[config.mk]
export PLATFORM = sky130hd
export DESIGN_NAME = layer_ram_mutex
export DESIGN_NICKNAME = d
export VERILOG_FILES = /design/src/rtl/nn_mutex_pkg.sv /design/src/rtl/rr_arbiter.sv /design/src/rtl/layer_ram_mutex.sv
export SDC_FILE = /design/constraint.sdc
export NUM_CORES = 1
export LEC_CHECK = 0
export BUFFER_PORTS_ARGS = -buffer_cell sky130_fd_sc_hd__buf_2
export CELL_PAD_IN_SITES_DETAIL_PLACEMENT = 0
export CELL_PAD_IN_SITES_GLOBAL_PLACEMENT = 1
export CORE_ASPECT_RATIO = 0.9
export CORE_MARGIN = 1
export CORE_UTILIZATION = 40
export CTS_CLUSTER_DIAMETER = 30
export CTS_CLUSTER_SIZE = 10
export DETAILED_ROUTE_END_ITERATION = 12
export PLACE_DENSITY = 0.91
export REMOVE_ABC_BUFFERS = 1
export SYNTH_ARGS = -nofsm -noshare
export SYNTH_HDL_FRONTEND = slang
export SYNTH_SLANG_ARGS = --single-unit
export TNS_END_PERCENT = 5
[constraint.sdc]
create_clock -name clk_i -period 7.7 [get_ports clk_i]
set_input_delay 2.31 -clock clk_i [delete_from_list [all_inputs] [get_ports clk_i]]
set_output_delay 2.31 -clock clk_i [all_outputs]
set_load 0.02 [all_outputs]
[src/rtl/nn_mutex_pkg.sv]
// nn_mutex_pkg: shared FSM state type and index helper for the layer RAM mutex.
package nn_mutex_pkg;
    typedef enum logic [1:0] {ST_IDLE, ST_OWNED, ST_RELEASE} st_mutex_e;

    function automatic int onehot_to_idx(input logic [31:0] oh);
        int idx;
        idx = 0;
        for (int i = 0; i < 32; i++) if (oh[i]) idx = i;
        return idx;
    endfunction
endpackage

[src/rtl/rr_arbiter.sv]
// rr_arbiter: combinational rotating-priority picker, first set bit at or after ptr.
module rr_arbiter #(
    parameter int N  = 5,
    parameter int IW = (N > 1) ? $clog2(N) : 1
) (
    input  logic [N-1:0]  req,
    input  logic [IW-1:0] ptr,
    output logic [N-1:0]  gnt,
    output logic          vld
);
    logic [IW-1:0] j;

    // Scan from the farthest offset down so the nearest set bit is written last.
    always_comb begin
        gnt = '0;
        j   = '0;
        for (int k = N - 1; k >= 0; k--) begin
            j = IW'((int'(ptr) + k) % N);
            if (req[j]) begin
                gnt    = '0;
                gnt[j] = 1'b1;
            end
        end
    end

    assign vld = |req;
endmodule

[src/rtl/layer_ram_mutex.sv]
// layer_ram_mutex: round-robin mutex sharing one RAM port between the neurons of a layer,
// with an optional hold timeout that reclaims the port from a stuck owner.
module layer_ram_mutex
    import nn_mutex_pkg::*;
#(
    parameter int NumRequesters = 5,
    parameter int DataWidth     = 8,
    parameter int AddrWidth     = 3,
    parameter int MaxHoldCycles = 0,
    parameter int IdxWidth      = (NumRequesters > 1) ? $clog2(NumRequesters) : 1
) (
    input  logic                               clk_i,
    input  logic                               reset_i,
    input  logic [NumRequesters-1:0]           req_i,
    input  logic [NumRequesters-1:0]           rel_i,
    output logic [NumRequesters-1:0]           grant_o,
    output logic [IdxWidth-1:0]                owner_o,
    output logic                               busy_o,
    output logic                               timeout_o,
    input  logic [NumRequesters*AddrWidth-1:0] req_addr_i,
    input  logic [NumRequesters-1:0]           req_we_i,
    input  logic [NumRequesters*DataWidth-1:0] req_dout_i,
    output logic [AddrWidth-1:0]               ram_addr_o,
    output logic                               ram_we_o,
    output logic [DataWidth-1:0]               ram_dout_o,
    input  logic [DataWidth-1:0]               ram_din_i,
    output logic [DataWidth-1:0]               req_din_o
);
    localparam int CW = (MaxHoldCycles > 1) ? $clog2(MaxHoldCycles) : 1;

    st_mutex_e                state;
    logic [NumRequesters-1:0] pending, cand, win;
    logic                     win_vld, owner_rel, hold_exp, owned;
    logic [IdxWidth-1:0]      ptr, widx;
    logic [CW-1:0]            hold_cnt;

    assign cand = pending | req_i;

    rr_arbiter #(.N(NumRequesters), .IW(IdxWidth)) u_arb (
        .req(cand),
        .ptr(ptr),
        .gnt(win),
        .vld(win_vld)
    );

    assign widx      = IdxWidth'(onehot_to_idx(32'(win)));
    assign owner_rel = rel_i[owner_o];
    assign hold_exp  = (MaxHoldCycles > 0) && (hold_cnt == CW'(MaxHoldCycles - 1));
    assign owned     = (state == ST_OWNED);

    always_ff @(posedge clk_i or posedge reset_i) begin
        if (reset_i) begin
            state     <= ST_IDLE;
            pending   <= '0;
            grant_o   <= '0;
            owner_o   <= '0;
            busy_o    <= 1'b0;
            timeout_o <= 1'b0;
            ptr       <= '0;
            hold_cnt  <= '0;
        end else begin
            timeout_o <= 1'b0;
            pending   <= cand & ~((state == ST_IDLE && win_vld) ? win : '0);
            case (state)
                ST_IDLE: if (win_vld) begin
                    grant_o  <= win;
                    owner_o  <= widx;
                    busy_o   <= 1'b1;
                    ptr      <= (widx == IdxWidth'(NumRequesters - 1)) ? '0 : widx + 1'b1;
                    hold_cnt <= '0;
                    state    <= ST_OWNED;
                end
                ST_OWNED: if (owner_rel || hold_exp) begin
                    grant_o   <= '0;
                    busy_o    <= 1'b0;
                    timeout_o <= !owner_rel;
                    state     <= ST_RELEASE;
                end else begin
                    hold_cnt <= hold_cnt + 1'b1;
                end
                default: state <= ST_IDLE;
            endcase
        end
    end

    assign ram_addr_o = owned ? req_addr_i[owner_o*AddrWidth +: AddrWidth] : '0;
    assign ram_we_o   = owned ? req_we_i[owner_o] : 1'b0;
    assign ram_dout_o = owned ? req_dout_i[owner_o*DataWidth +: DataWidth] : '0;
    assign req_din_o  = ram_din_i;
endmodule
==> metrics, run 1 <==
outcome finished clean; Final Core Density a little under half; r2r setup slk roughly 1.8 ns; DR top layer met4; final setup TNS 0 ns; initial antenna violation count 0; CP required 7.82 ns; Routed WL per cell 18.0 um; r2r startpoint ptr[1]; crit end category register; area leader, netlist dfrtp_1; TritonRoute pass-1 iters 5; Seq/Total Area, Yosys 15.3%; most used cell, CP ha_1; post-place instance area 3560 um2; synth unique cells 68; pin count of the biggest net entering global routing 37; FF+latch count, synth 19; Clock Path Buffers 2; Final period util about three quarters; Clk pin slew, worst setup/hold paths 0.07 ns; postcts setup bufs 0; clk root buf clkbuf_8; DR iter-0 viols 376; cts bufs inserted 3; Setup-failing EPs final 0; Worst path slowest cell ha_1; RSZ-0062 raised after global routing false; final instance area between 3000 and 4000 um2; synthesized netlist cell count 385; worst path cell trace inv_1, ha_1, clkinv_1, ha_1, or3_1, o211ai_1, o32ai_1, o2111ai_1, nand3_2, or2_2, a211oi_1, o22ai_1, ha_1, nand2_1, o22ai_1; share of layout cells above drive strength 1 28.7%; die width 95.0 um; gr ovfl total 0; DP Cell Count 548; Vias/cell slightly above 6; EDFF count, synth 0; Sink Count 19; final hold viol count 0; IO Count 110; # Max-Cap Violations 0; worst skew pair latency 0.26 ns; GRT Util Overall 24.2%; Rows 30; Multi-input gate area about 2400 um2; Synth Warn # 0; min Tclk post-route around 6 ns; HP Class register to register; CTS tree yes; initial core utilization 41.3%; maximum vdd drop about 0.00016 V; gpl congestion 0.930; syn_area_per_cell 8.10 um2; post-synth top area share 15.3%; final wirelength 9960 um; Port Buffer Count between 90 and 100; commonest cells in the netlist nor2_1, nand2_1, ha_1, dfrtp_1; Power Total 0.00201 W; Pwr Density between 500 and 600 nW/um2; H-tree Lvls 1; core box area around 7500 um2; Die Footprint 8150 um2; ANT nets after route 0; Worst Min Path Start grant_o[1]; detailed placement HPWL 7760 um; first-pass GRT wire length 15,500 um; vias in the first global route approximately 3k; Area growth syn-to-layout 15.7%; Pins Over Slew Limit 0; leakage between 1.5 and 2 nW; top-count cell post-synth nor2_1; worst slew pin tran 1.09 ns; Fmax approximately 170 MHz; Die Y 85.7 um; CP Launch Type register; Synth area leaders dfrtp_1, mux4_2, ha_1, nor2_1, nand2_1; Hold Buf Count CTS 0; max incr delay on CP approximately 0.9 ns; remaining routing DRC violations 0; CP startpoint ptr[1]; Metal-1 WL 4480 um; Layout Nets 559; DR WL met2 about 4700 um; fin cells about 550; PostCTS Resize Cnt 0; routed length on met3 735 um; Setup Skew 0.00981 ns; CP Max Fanout 25; Synth Flop Type dfrtp_1; Filler Cell Count 739; Syn Std Cell Area 3120 um2; kind of critical path register to register; ys async rst share 100%; Slew HR roughly 26%; DR vias approximately 3.4k; # diodes 0; Sequential cell area 475 um2; crit path DAT 5.98 ns
## layout by cell type, fill, tap and decap left out, types with 8 or more instances in the layout
cell type / Yosys / final
a21o_1: 11 / 11
a21oi_1: 18 / 18
a22oi_1: 13 / 13
and2_1: 9 / 9
buf_2: 5 / 92
dfrtp_1: 19 / 19
ha_1: 22 / 22
inv_1: 14 / 14
mux2i_1: 9 / 9
mux4_2: 13 / 13
nand2_1: 27 / 27
nand2b_1: 8 / 8
nor2_1: 45 / 45
nor3_1: 9 / 9
o21ai_0: 18 / 18
## power by group
part	switching [W]	leakage [nW]	internal, W	total (W)
logic	0.00104	1.42	0.000686	0.00172
clock network	0.0000326	0.0228	0.0000368	0.0000694
registers	0.0000735	0.226	0.000142	0.000215
## area by class of cell
| class | count | area share (%) |
|---|---|---|
| inverters | 16 | 1.67 |
| multi-input cells | 322 | 67.2 |
| well taps | 96 | 3.33 |
| flip-flops and latches | 19 | 13.2 |
| repair buffers | 95 | 13.4 |
| clock buffers | 4 | 1.25 |
## cell families after synthesis
family	synth area share, %
other cells	0.120
mux	13.8
simple gates	23.1
fa+ha+maj	8.83
flops	15.3
buf+inv	7.07
compound gates	29.3
xor+xnor	2.49
## worst max-delay path: cells and delay by family (launching register included)
kind | cells | cell delay (ns)
fa+ha+maj | 3 | 1.59
buf+inv | 2 | 0.92
flops | 1 | 0.64
simple gates | 4 | 1.14
compound gates | 6 | 1.43
## metrics by stage
stage / hold slack [ns] / worst slack [ns]
after floorplan: 0.522 / 2.33
after global placement: 0.459 / 2.04
after detailed placement: 0.461 / 1.99
after CTS: 0.476 / 1.95
after global routing: 0.512 / 1.45
final: 0.473 / 1.84
## state kept, by name, summed over array words and instances (netlist names)
name     cells
busy_o       1
grant_o      5
owner_o      3
pending      5
ptr          3
state        2
## final timing paths
kind	end	cells after the start
min	grant_o[1]	1
max	ptr[1]	15
min in group asynchronous	grant_o[2]	2
max reg2reg	ptr[1]	15
min reg2reg	grant_o[1]	1
max in group asynchronous	state[0]	2
## metal layers
layer | up-vias | track usage, %
met5 | - | 0
met3 | 14 | 6.21
met4 | 0 | 3.17
met1 | 1629 | 34.4
li1 | 1604 | -
met2 | 169 | 37.8
Power figures use the tool's default switching activity.
==> run 2: changes to the inputs <==
--- a/config.mk
+++ b/config.mk
@@ -10,11 +10,11 @@
 export CELL_PAD_IN_SITES_GLOBAL_PLACEMENT = 1
 export CORE_ASPECT_RATIO = 0.9
 export CORE_MARGIN = 1
-export CORE_UTILIZATION = 40
+export CORE_UTILIZATION = 33
 export CTS_CLUSTER_DIAMETER = 30
 export CTS_CLUSTER_SIZE = 10
 export DETAILED_ROUTE_END_ITERATION = 12
-export PLACE_DENSITY = 0.91
+export PLACE_DENSITY = 0.81
 export REMOVE_ABC_BUFFERS = 1
 export SYNTH_ARGS = -nofsm -noshare
 export SYNTH_HDL_FRONTEND = slang
==> constraint.sdc (replaced) <==
create_clock -name clk_i -period 5.2 [get_ports clk_i]
set_input_delay 1.56 -clock clk_i [delete_from_list [all_inputs] [get_ports clk_i]]
set_output_delay 1.56 -clock clk_i [all_outputs]
set_load 0.02 [all_outputs]
==> metrics, run 2 (synthesized netlist as in run 1, its figures left out) <==
outcome finished clean; gpl congestion 0.887 (-4.6%); Setup-failing EPs final 0 (unchanged); post-place instance area 3650 um2 (+2.6%); Pint 0.00132 W (+53%); buffers and inverters on the worst path 4 (+2); IO Count 110 (unchanged); Routed WL per cell 16.7 um (-7.5%); Sink Count 19 (unchanged); Top Registers grant_o: 5 flops, pending: 5 flops; die width 104 um (+9.9%); HP Class register to register; CP Launch Type register; initial core utilization 34.2% (-7.2 points); leakage 1.71 nW (+2.5%); # Max-Cap Violations 0 (unchanged); worst path cell trace inv_1, ha_1, inv_1, ha_1, inv_1, ha_1, inv_1, ha_1, nand2b_1, a21o_1, o311ai_0, o21ai_0, or4_1, a21oi_1, o21ai_0, nand2_1, ha_1, nand2_1, o22ai_1; net switching power of the design 0.00170 W (+49%); Power Total 0.00303 W (+51%); commonest non-fill, non-tap cell in the layout buf_2; detailed placement HPWL 7780 um (+0.16%); commonest non-fill, non-tap cells in the layout buf_2, nor2_1, nand2_1; PostCTS Resize Cnt 0 (unchanged); Clk pin slew, worst setup/hold paths 0.07 ns (about the same); share of layout cells above drive strength 1 30.2% (+1.4 points); Setup Skew 0.00285 ns (-0.00696 ns); r2r setup slk 0.66 ns (-1.18 ns); Filler Cell Count 968 (+31%); initial antenna violation count 0 (unchanged); Final period util 87.3% (+11 points); ANT nets after route 0 (unchanged); pin count of the biggest net entering global routing 36 (-2.7%); Seq pwr share 10.3% (-0.4 points); Layout Nets 567 (+1.4%); kind of critical path register to register; GRT Util Overall 19.1% (-5.1 points); clk root buf clkbuf_8; Combinational Power Share 86.2% (+0.4 points); Slew HR 42.6% (+17 points); TritonRoute pass-1 iters 5 (unchanged); min Tclk post-route 4.54 ns (-1.32 ns); clock power share 3.4% (about the same); worst skew pair latency 0.26 ns (about the same); Rows 33 (+10%); Multi-input gate area 2420 um2 (unchanged); delay-heaviest family, CP compound AO/OA/AOI/OAI gates; Reg2Reg Depth 19 (+4); Clock Path Buffers 2 (unchanged); most used cell, CP ha_1; Worst path slowest cell dfrtp_1; Sequential cell area 475 um2 (unchanged); Pwr Density 818 nW/um2 (+47%); H-tree Lvls 1 (unchanged); vias in the first global route 3,111 (+1.4%); final setup TNS 0 ns (unchanged); final wirelength 9780 um (-1.8%); final worst setup slack 0.662 ns (-1.18 ns); crit path DAT 4.65 ns (-1.33 ns); Worst Min Path Start grant_o[0]; remaining routing DRC violations 0 (unchanged); gr ovfl total 0 (unchanged); Port Buffer Count 92 (unchanged); final instance area 3700 um2 (+2.6%); final hold viol count 0 (unchanged); Vias/cell 5.77 (-6.7%); Pins Over Slew Limit 0 (unchanged); crit end category register; CP required 5.31 ns (-2.51 ns); worst slew pin tran 0.861 ns (-0.224 ns); r2r startpoint ptr[1]; cts bufs inserted 3 (unchanged); Sw Share 56.3% (-0.66 points); maximum vdd drop 0.000214 V (+38%); DR vias 3,382 (-1.0%); # diodes 0 (unchanged); postcts setup bufs 0 (unchanged); Setup Slack @ Placement 0.740 ns (-1.25 ns); CTS tree yes; Hold Buf Count CTS 0 (unchanged); Fmax 220 MHz (+29%); core box area 9130 um2 (+21%); DR iter-0 viols 216 (-43%); first-pass GRT wire length 15,400 um (-0.67%); Area growth syn-to-layout 18.7%; max incr delay on CP 0.58 ns (-0.32 ns); Worst R2R End ptr[1]; Die Y 94.2 um (+9.9%); CP Max Fanout 10 (-60%); Final Core Density 40.5% (-7.2 points); Die Footprint 9840 um2 (+21%); worst hold path depth 1 (unchanged); RSZ-0062 raised after global routing false; Hold Path End grant_o[0]
## run 2: power by group through the flow
stage,Combinational [W],Clock (W),Sequential (W)
2_1_floorplan,0.00188,0,0.000340
3_3_place_gp,0.00255,0,0.000313
3_5_place_dp,0.00256,0,0.000317
4_1_cts,0.00257,0.000105,0.000315
5_1_grt,0.00290,0.000110,0.000331
6_report,0.00261,0.000104,0.000312
## run 2: how the worst max path moves through the flow
| stage | slack, ns | from | depth (start not counted) | end |
|---|---|---|---|---|
| after global routing | 0.33 | ptr[1] | 19 | ptr[1] |
| after CTS | 0.71 | ptr[1] | 19 | ptr[1] |
| after floorplan | -0.17 | ptr[0] | 16 | ptr[1] |
| after detailed placement | 0.74 | ptr[1] | 19 | ptr[1] |
| after global placement | 0.81 | ptr[1] | 19 | ptr[1] |
| final | 0.66 | ptr[1] | 19 | ptr[1] |
## run 2: layer usage
metal	vias up	part of all wire [%]	track usage, %	wire [um]
met2	130	46	29.5	4470
met4	0	1.3	4.52	131
li1	1616	-	-	-
met1	1622	46	27.9	4530
met3	14	6.7	2.57	653
met5	-	0	0	0
## run 2: stage by stage
step / hold slack [ns] / std cells
2_1_floorplan: 0.522 / 357
3_3_place_gp: 0.460 / 582
3_5_place_dp: 0.469 / 582
4_1_cts: 0.488 / 586
5_1_grt: 0.511 / 586
6_report: 0.489 / 586
## run 2: final cells by class
| cell class | count | area share, % |
|---|---|---|
| Sequential cell | 19 | 12.9 |
| Timing Repair Buffer | 103 | 14.7 |
| Multi-Input combinational cell | 322 | 65.5 |
| Clock buffer | 3 | 1.12 |
| Tap cell | 122 | 4.13 |
| Clock inverter | 1 | 0.135 |
| Inverter | 16 | 1.62 |
